## config.mk

```make
export PLATFORM = sky130hd
export DESIGN_NAME = instruction_fetch_unit
export DESIGN_NICKNAME = d
export VERILOG_FILES = /design/src/rtl/fetch_pkg.sv /design/src/rtl/fetch_buffer.sv /design/src/rtl/instruction_fetch_unit.sv
export SDC_FILE = /design/constraint.sdc
export NUM_CORES = 1
export LEC_CHECK = 0
export ABC_AREA = 0
export CAP_MARGIN = 20
export CORE_MARGIN = 2
export CORE_UTILIZATION = 45
export CTS_BUF_LIST = sky130_fd_sc_hd__clkbuf_16
export DETAILED_ROUTE_END_ITERATION = 7
export GPL_TIMING_DRIVEN = 1
export PLACE_DENSITY = 0.7
export SLEW_MARGIN = 10
export SYNTH_ARGS = -nofsm -noshare
export SYNTH_HDL_FRONTEND = slang
export SYNTH_SLANG_ARGS = --single-unit
export TNS_END_PERCENT = 100
```

## constraint.sdc

```tcl
create_clock -name clk -period 2.6 [get_ports clk]
set_input_delay 0.52 -clock clk [delete_from_list [all_inputs] [get_ports clk]]
set_output_delay 0.52 -clock clk [all_outputs]
set_load 0.1 [all_outputs]
```

## src/rtl/fetch_pkg.sv

```systemverilog
// Shared widths, reset vector and buffer entry type for the instruction fetch stage.
package fetch_pkg;
  localparam int unsigned    FETCH_ADDR_WIDTH = 10;
  localparam int unsigned    FETCH_DATA_WIDTH = 16;
  localparam logic [FETCH_ADDR_WIDTH-1:0] RESET_VECTOR = 10'h000;

  typedef struct packed {
    logic [FETCH_ADDR_WIDTH-1:0] addr;
    logic [FETCH_DATA_WIDTH-1:0] word;
  } fetch_entry_t;
endpackage

```

## src/rtl/fetch_buffer.sv

```systemverilog
// Shift-style prefetch FIFO: slot 0 is always the head, so the head outputs are plain registers.
module fetch_buffer
  import fetch_pkg::*;
#(
  parameter int unsigned DEPTH = 2,
  localparam int unsigned IDXW = (DEPTH > 1) ? $clog2(DEPTH) : 1,
  localparam int unsigned CW   = $clog2(DEPTH) + 1
) (
  input  logic            clk,
  input  logic            rst,
  input  logic            push,
  input  logic            pop,
  input  logic            flush,
  input  fetch_entry_t    push_entry,
  output fetch_entry_t    head,
  output logic [CW-1:0]   count,
  output logic            full,
  output logic            empty
);

  fetch_entry_t        entries_q [DEPTH];
  fetch_entry_t        entries_d [DEPTH];
  logic [CW-1:0]       count_q, count_d;
  logic [CW-1:0]       base;

  always_comb begin
    entries_d = entries_q;
    base      = flush ? '0 : count_q - CW'(pop);
    if (pop && !flush) begin
      for (int unsigned i = 0; i < DEPTH - 1; i++) begin
        entries_d[i] = entries_q[i + 1];
      end
    end
    if (push) begin
      entries_d[base[IDXW-1:0]] = push_entry;
    end
    count_d = base + CW'(push);
    // Head register keeps its last word when the buffer goes empty.
    if (count_d == '0) begin
      entries_d[0] = entries_q[0];
    end
  end

  always_ff @(posedge clk) begin
    if (rst) begin
      count_q <= '0;
      for (int unsigned i = 0; i < DEPTH; i++) begin
        entries_q[i] <= '0;
      end
    end else begin
      count_q   <= count_d;
      entries_q <= entries_d;
    end
  end

  assign head  = entries_q[0];
  assign count = count_q;
  assign full  = (count_q == CW'(DEPTH));
  assign empty = (count_q == '0);

endmodule

```

## src/rtl/instruction_fetch_unit.sv

```systemverilog
// Fetch stage: owns the PC, addresses the instruction ROM and feeds decode through a prefetch buffer.
module instruction_fetch_unit #(
  parameter int unsigned ADDR_WIDTH   = fetch_pkg::FETCH_ADDR_WIDTH,
  parameter int unsigned DATA_WIDTH   = fetch_pkg::FETCH_DATA_WIDTH,
  parameter int unsigned BUFFER_DEPTH = 2,
  parameter logic [ADDR_WIDTH-1:0] RESET_VECTOR = fetch_pkg::RESET_VECTOR
) (
  input  logic                  clk,
  input  logic                  clk_en,
  input  logic                  sync_rst,
  output logic [ADDR_WIDTH-1:0] ROM_Address,
  input  logic [DATA_WIDTH-1:0] ROM_Value,
  input  logic                  Halt,
  input  logic                  Redirect_Valid,
  input  logic [ADDR_WIDTH-1:0] Redirect_Target,
  output logic                  Instruction_Valid,
  input  logic                  Instruction_Ready,
  output logic [DATA_WIDTH-1:0] Instruction_Word,
  output logic [ADDR_WIDTH-1:0] Instruction_PC
);

  localparam int unsigned CW = $clog2(BUFFER_DEPTH) + 1;

  logic [ADDR_WIDTH-1:0]  pc_q, pc_d;
  logic                   pop, push, flush;
  logic                   buf_full, buf_empty;
  logic [CW-1:0]          buf_count;
  fetch_pkg::fetch_entry_t head, push_entry;

  assign ROM_Address = Redirect_Valid ? Redirect_Target : pc_q;

  always_comb begin
    pop   = clk_en & Instruction_Ready & (buf_count != '0);
    flush = clk_en & Redirect_Valid;
    // A redirect empties the buffer, so the target word always has room unless halted.
    push  = clk_en & ~Halt & (Redirect_Valid | ~buf_full | pop);
    push_entry      = '0;
    push_entry.addr = ROM_Address;
    push_entry.word = ROM_Value;
    pc_d = pc_q;
    if (push) begin
      pc_d = ROM_Address + 1'b1;
    end else if (flush) begin
      pc_d = Redirect_Target;
    end
  end

  always_ff @(posedge clk) begin
    if (sync_rst) begin
      pc_q <= RESET_VECTOR;
    end else begin
      pc_q <= pc_d;
    end
  end

  fetch_buffer #(
    .DEPTH (BUFFER_DEPTH)
  ) u_fetch_buffer (
    .clk        (clk),
    .rst        (sync_rst),
    .push       (push),
    .pop        (pop),
    .flush      (flush),
    .push_entry (push_entry),
    .head       (head),
    .count      (buf_count),
    .full       (buf_full),
    .empty      (buf_empty)
  );

  assign Instruction_Valid = ~buf_empty;
  assign Instruction_Word  = head.word;
  assign Instruction_PC    = head.addr;

endmodule
```

==> results.toml, run 1 <==
[pwr]
power.total_mw = 3.41
powerDensity_nw_per_um2 = 719
p_leak_nw = 2.03
peakVddDrop_uv = 468

[global_route]
antenna_found_initial = 0
grt_pass1_wl_um = 15600
grt.total_usage_pct = 22.8
grt_max_degree = 40
grt_overflow = 0
grt_pass1_vias = 3108

[floorplan]
start_util_pct = 46.6
die_h_um = 93.7
rows = 32
die_area_sq_um = 8780
io_pins = 69
placeableCoreArea_sq_um = 7770
die_w_um = 93.7

[final_layout]
multi_input_area_sq_um = 1950
final_nets = 477
num-fill-cells = 669
syn_to_final_growth_pct = 30.9
seq_area_sq_um = 1280
antenna-diode-count = 0
fin_area_sq_um = 4740
drive_gt1_share_pct = 25.2

[logic_synthesis]
ys_seq_elements = 64
yosysUniqueCellTypes = 58
syn-instance-count = 393
synth_enable_flop_cells = 0
synthFlopType = "dfxtp_1"
async_flop_share_pct = 0
syn_area_sq_um = 3620
synth_seq_area_share_pct = 35.4
synth_nets = 427
avgSynthCellArea_sq_um = 9.21
ys_warn_count = 0

[clock_network]
clockRootBuffer = "clkbuf_16"
cts.path.max_buffers = 2
insertion_delay_ps = 330
cts_tree = "done"
cts_max_level = 3
cts_made_buffers = 9
clkTransAtPathRegs_ps = 60
clock_sinks = 64

[routing]
drtIter0Drc = 297
wl_per_cell_um = 17.6
avgViaCountPerCell = 5.90
vias = 3247
drcViolationCount = 0
drt-pass1-iter-count = 5
ant_nets = 0
wl_um = 9680

[timing]
worst_slack_ps = 52.7
maxSlewHeadroom_pct = 47.9
hold_viol = 0
fmax_ghz = 0.393
setup_viol = 0
tightest_slew_ps = 779
fin_skew_ps = 9.99
min_period_over_period_pct = 98.0
rsz0062_at_grt = "false"
report.final.slew_viol_count = 0
whs_ps = 467
period_needed_ps = 2550

[setup_path]
worst_ep_required_time_ps = 2080
r2r-start = "u_fetch_buffer.count[0]$_SDFF_PP0_"
path_delay_family = "buffers and inverters"
crit_type = "primary input to output pin"
worstPathArrival_ps = 2030
cp_cell_sequence = "clkdlybuf4s50_1, buf_4, buf_4, mux2_1, buf_12"
r2r_slack_ps = 490
cp_common_cell = "buf_4"
worstPathMaxFanout = 11
critPathLaunchType = "primary input"
worst-path-buf-inv = 4
r2r_cells = 9
critPathMaxStageDelay_ps = 460
reg2reg_to = "u_fetch_buffer.head[20]$_SDFFE_PP0P_"
startpoint = "Redirect_Valid"
cp_slowest_cell = "clkdlybuf4s50_1"
critPathCaptureType = "output pin"

[placement]
io_buffers = 68
place_ws_ps = 12.5
dp.final_hpwl_um = 6320
dpl_cell_area_sq_um = 4390
globalplace.congestion = 0.850

[worst_hold_path]
hold_path_class = "register to register"
hold_path.startpoint = "u_fetch_buffer.head[13]$_SDFFE_PP0P_"
hold_end = "u_fetch_buffer.head[13]$_SDFFE_PP0P_"
hold_depth = 2

[run_status]
outcome = "complete, no violations"

[job]
max_cap_viol_count = 0
synthesized netlist by cell type, types with 6 or more instances:
library cell  instances  area share (%)
and3_1                7             1.2
mux2i_1              26             7.2
o21ai_1              26             3.6
dfxtp_1              64              35
nor2_1               33             3.4
mux2_2                7             2.2
a211oi_1              8             1.7
o221a_2               6             1.9
clkbuf_1             16             1.7
o2111ai_1            28             6.8
buf_2                 8             1.1
buf_4                28             5.8
o221a_1              20             6.2
nand3_1               7            0.97
a21oi_1               6            0.83
nand2_1              37             3.8
per-layer routing:
metal | vias to the layer above | GRT usage, % | part of all wire (%) | wire length [um]
met5 | - | 0 | 0 | 0
met4 | 0 | 7.37 | 1.0 | 100
met3 | 10 | 5.14 | 6.6 | 635
met2 | 125 | 35.5 | 47 | 4500
met1 | 1560 | 31.2 | 46 | 4440
li1 | 1552 | - | - | -
cell families after synthesis:
logic type	synth area share (%)
buffers and inverters	10.9
AND/OR/NAND/NOR	14.4
XOR/XNOR	1.21
flip-flops	35.4
adder cells (fa/ha/maj)	0.691
multiplexers	10.7
AO/OA/AOI/OAI	26.7
how the worst max path moves through the flow:
stage                                      endpoint  slack [ps]  depth (start not counted)
2_1_floorplan  u_fetch_buffer.head[18]$_SDFFE_PP0P_          40                         11
3_3_place_gp   u_fetch_buffer.head[21]$_SDFFE_PP0P_          -1                          6
3_5_place_dp                   pc_q[2]$_SDFFE_PP0P_          10                          7
4_1_cts                              ROM_Address[7]          30                          5
5_1_grt                              ROM_Address[2]           5                          5
6_report                             ROM_Address[2]          50                          5
where the power goes:
part	switching, mW	internal (mW)
Clock	0.456	0.937
Combinational	0.639	0.295
Sequential	0.0406	1.04
Total	1.14	2.27
stage by stage:
step	utilization, %	TNS, ps	instances
6_report	61.0	0	550
2_1_floorplan	-	0	393
3_5_place_dp	56.5	0	534
3_3_place_gp	56.2	-1.25	533
5_1_grt	61.0	0	550
4_1_cts	60.9	0	550
worst min-delay path: stages, from the launching register on:
cell	delay (ps)
dfxtp_1	330
o21ai_1	60
nand2_1	50
cells in the final DEF, fill, tap and decap left out, types with 8 or more instances in the layout:
cell | netlist | final
nor2_1 | 33 | 33
buf_12 | 0 | 15
o2111ai_1 | 28 | 28
dfxtp_1 | 64 | 64
mux2i_1 | 26 | 26
o221a_1 | 20 | 20
o21ai_1 | 26 | 26
nand2_1 | 37 | 37
mux2_2 | 7 | 9
clkbuf_16 | 0 | 9
buf_4 | 28 | 50
clkdlybuf4s50_1 | 0 | 31
a211oi_1 | 8 | 8
cell type report:
cell class,count,area share [%]
clock buffer,9,4.75
clock inverter,7,2.51
inverter,3,0.291
multi-input combinational,267,41.1
sequential,64,27.0
tap,102,2.69
timing repair buffer,98,21.6
repair_timing:
item,CTS,global route
endpoints found under the setup margin,0,5
setup buffers,0,0
resized for setup,0,1
hold buffers,0,0
No activity file was read; power rests on OpenSTA's default activity.
==> inputs of run 2 (changes only) <==
--- a/config.mk
+++ b/config.mk
@@ -7,12 +7,13 @@
 export LEC_CHECK = 0
 export ABC_AREA = 0
 export CAP_MARGIN = 20
+export CELL_PAD_IN_SITES_DETAIL_PLACEMENT = 1
+export CELL_PAD_IN_SITES_GLOBAL_PLACEMENT = 1
 export CORE_MARGIN = 2
-export CORE_UTILIZATION = 45
+export CORE_UTILIZATION = 36
 export CTS_BUF_LIST = sky130_fd_sc_hd__clkbuf_16
 export DETAILED_ROUTE_END_ITERATION = 7
-export GPL_TIMING_DRIVEN = 1
-export PLACE_DENSITY = 0.7
+export PLACE_DENSITY = 0.74
 export SLEW_MARGIN = 10
 export SYNTH_ARGS = -nofsm -noshare
 export SYNTH_HDL_FRONTEND = slang
==> results.toml, run 2 (synthesis gave the netlist of run 1 again) <==
[clock_network]
cts.repair.resized = 0
cts.path.max_buffers = 2
ctsHoldBuffers = 0
cts_made_buffers = 9
clock_sinks = 64
post-cts-setup-buffers = 0
insertion_delay_ps = 330
cts_max_level = 3
clockRootBuffer = "clkbuf_16"
clkTransAtPathRegs_ps = 50
cts_tree = "done"

[routing]
drtIter0Drc = 89
ant_nets = 0
wl_um = 11000
vias = 3316
drcViolationCount = 0
avgViaCountPerCell = 5.66
wl_per_cell_um = 18.8
drt-pass1-iter-count = 4

[global_route]
grt_pass1_wl_um = 18100
grt_overflow = 0
grt_pass1_vias = 3490
grt_max_degree = 38
grt.total_usage_pct = 20.5
antenna_found_initial = 0

[placement]
globalplace.congestion = 0.777
dp.final_hpwl_um = 7650
dpl_cell_area_sq_um = 4430
io_buffers = 68

[setup_path]
critPathLaunchType = "primary input"
cp_cell_sequence = "clkdlybuf4s50_1, buf_4, buf_4, mux2_2, buf_12"
path_delay_family = "buffers and inverters"
critPathCaptureType = "output pin"
cp_slowest_cell = "clkdlybuf4s50_1"
critPathMaxStageDelay_ps = 480
worstPathMaxFanout = 14
cp_common_cell = "buf_4"
worst_ep_required_time_ps = 2080
crit_type = "primary input to output pin"
worst-path-buf-inv = 4
worstPathArrival_ps = 2050

[run_status]
outcome = "complete, no violations"

[job]
max_cap_viol_count = 0

[final_layout]
final_common_cell = "dfxtp_1"
layout_common_cells = "dfxtp_1, buf_4, nand2_1"
fin_area_sq_um = 4780
num-fill-cells = 1104
syn_to_final_growth_pct = 32.0
antenna-diode-count = 0
drive_gt1_share_pct = 26.3
final_nets = 482

[floorplan]
io_pins = 69
die_w_um = 104
die_h_um = 104
rows = 36
start_util_pct = 37.0
placeableCoreArea_sq_um = 9770
die_area_sq_um = 10900

[timing]
maxSlewHeadroom_pct = 51.4
min_period_over_period_pct = 98.8
fin_skew_ps = 7.45
tightest_slew_ps = 727
timing.setup.tns_ps = 0
setup_viol = 0
period_needed_ps = 2570
rsz0062_at_grt = "true"
fmax_ghz = 0.389
hold_viol = 0
report.final.slew_viol_count = 0

[worst_hold_path]
hold_path_class = "register to register"

[pwr]
clkPwrFrac_pct = 41.2
peakVddDrop_uv = 272
switching_share_pct = 33.9
intPower_mw = 2.27
seqPwrFrac_pct = 31.3
p_leak_nw = 2.04
switchingPower_mw = 1.17
powerDensity_nw_per_um2 = 720
p_comb_share_pct = 27.5
-- run 2: changes by cell type in the layout (fill, tap and decap cells not counted) --
| cell | delta |
|---|---|
| mux2_1 | -1 |
| buf_4 | +8 |
| buf_12 | -1 |
| mux2_2 | +1 |
| buf_6 | -1 |
| buf_16 | -1 |
-- run 2: worst register-to-register path, delay by kind of cell (launching register included) --
family	cells	cell delay [ps]
AOI/OAI and AO/OA	3	400
adders and majority gates	1	300
buffers and inverters	1	180
DFF	1	510
and+or+nand+nor	4	620
-- run 2: power by group through the flow --
stage | Combinational [mW] | Sequential, mW | Clock (mW)
2_1_floorplan | 0.705 | 1.08 | 0
3_3_place_gp | 0.929 | 1.10 | 0
3_5_place_dp | 0.943 | 1.10 | 0
4_1_cts | 0.950 | 1.08 | 1.43
5_1_grt | 0.990 | 1.09 | 1.48
6_report | 0.946 | 1.08 | 1.42
-- run 2: final timing paths --
path	end	slack, ps	from	cells past startpoint
max	ROM_Address[8]	30	Redirect_Valid	5
min	u_fetch_buffer.head[21]$_SDFFE_PP0P_	470	u_fetch_buffer.head[21]$_SDFFE_PP0P_	2
max reg2reg	u_fetch_buffer.head[11]$_SDFFE_PP0P_	540	u_fetch_buffer.count[0]$_SDFF_PP0_	9
min reg2reg	u_fetch_buffer.head[21]$_SDFFE_PP0P_	470	u_fetch_buffer.head[21]$_SDFFE_PP0P_	2
-- run 2: area by class of cell --
| cell class | count | area (sq um) | share of cell area [%] |
|---|---|---|---|
| multi-input cells | 267 | 1950 | 40.7 |
| flip-flops and latches | 64 | 1280 | 26.8 |
| repair buffers | 103 | 1030 | 21.5 |
| clock buffers | 9 | 225 | 4.71 |
| well taps | 133 | 166 | 3.48 |
| clock inverters | 7 | 119 | 2.49 |
| inverters | 3 | 13.8 | 0.288 |
-- run 2: routing by layer --
layer / part of all wire [%] / track usage (%) / vias up
li1: - / - / 1563
met1: 46 / 26.2 / 1651
met2: 49 / 34.8 / 82
met3: 3.2 / 3.63 / 20
met4: 2.0 / 6.95 / 0
met5: 0 / 0 / -
-- run 2: through the flow --
step           power [mW]  setup WS, ps  std cells  hold slack, ps  util (%)
2_1_floorplan        1.79          38.6        393             432         -
3_3_place_gp         2.03          41.5        570             448      45.4
3_5_place_dp         2.04          6.86        570             459      45.4
4_1_cts              3.46          38.7        586             473      48.9
5_1_grt              3.56         -25.1        586             481      48.9
6_report             3.44          29.9        586             469      48.9
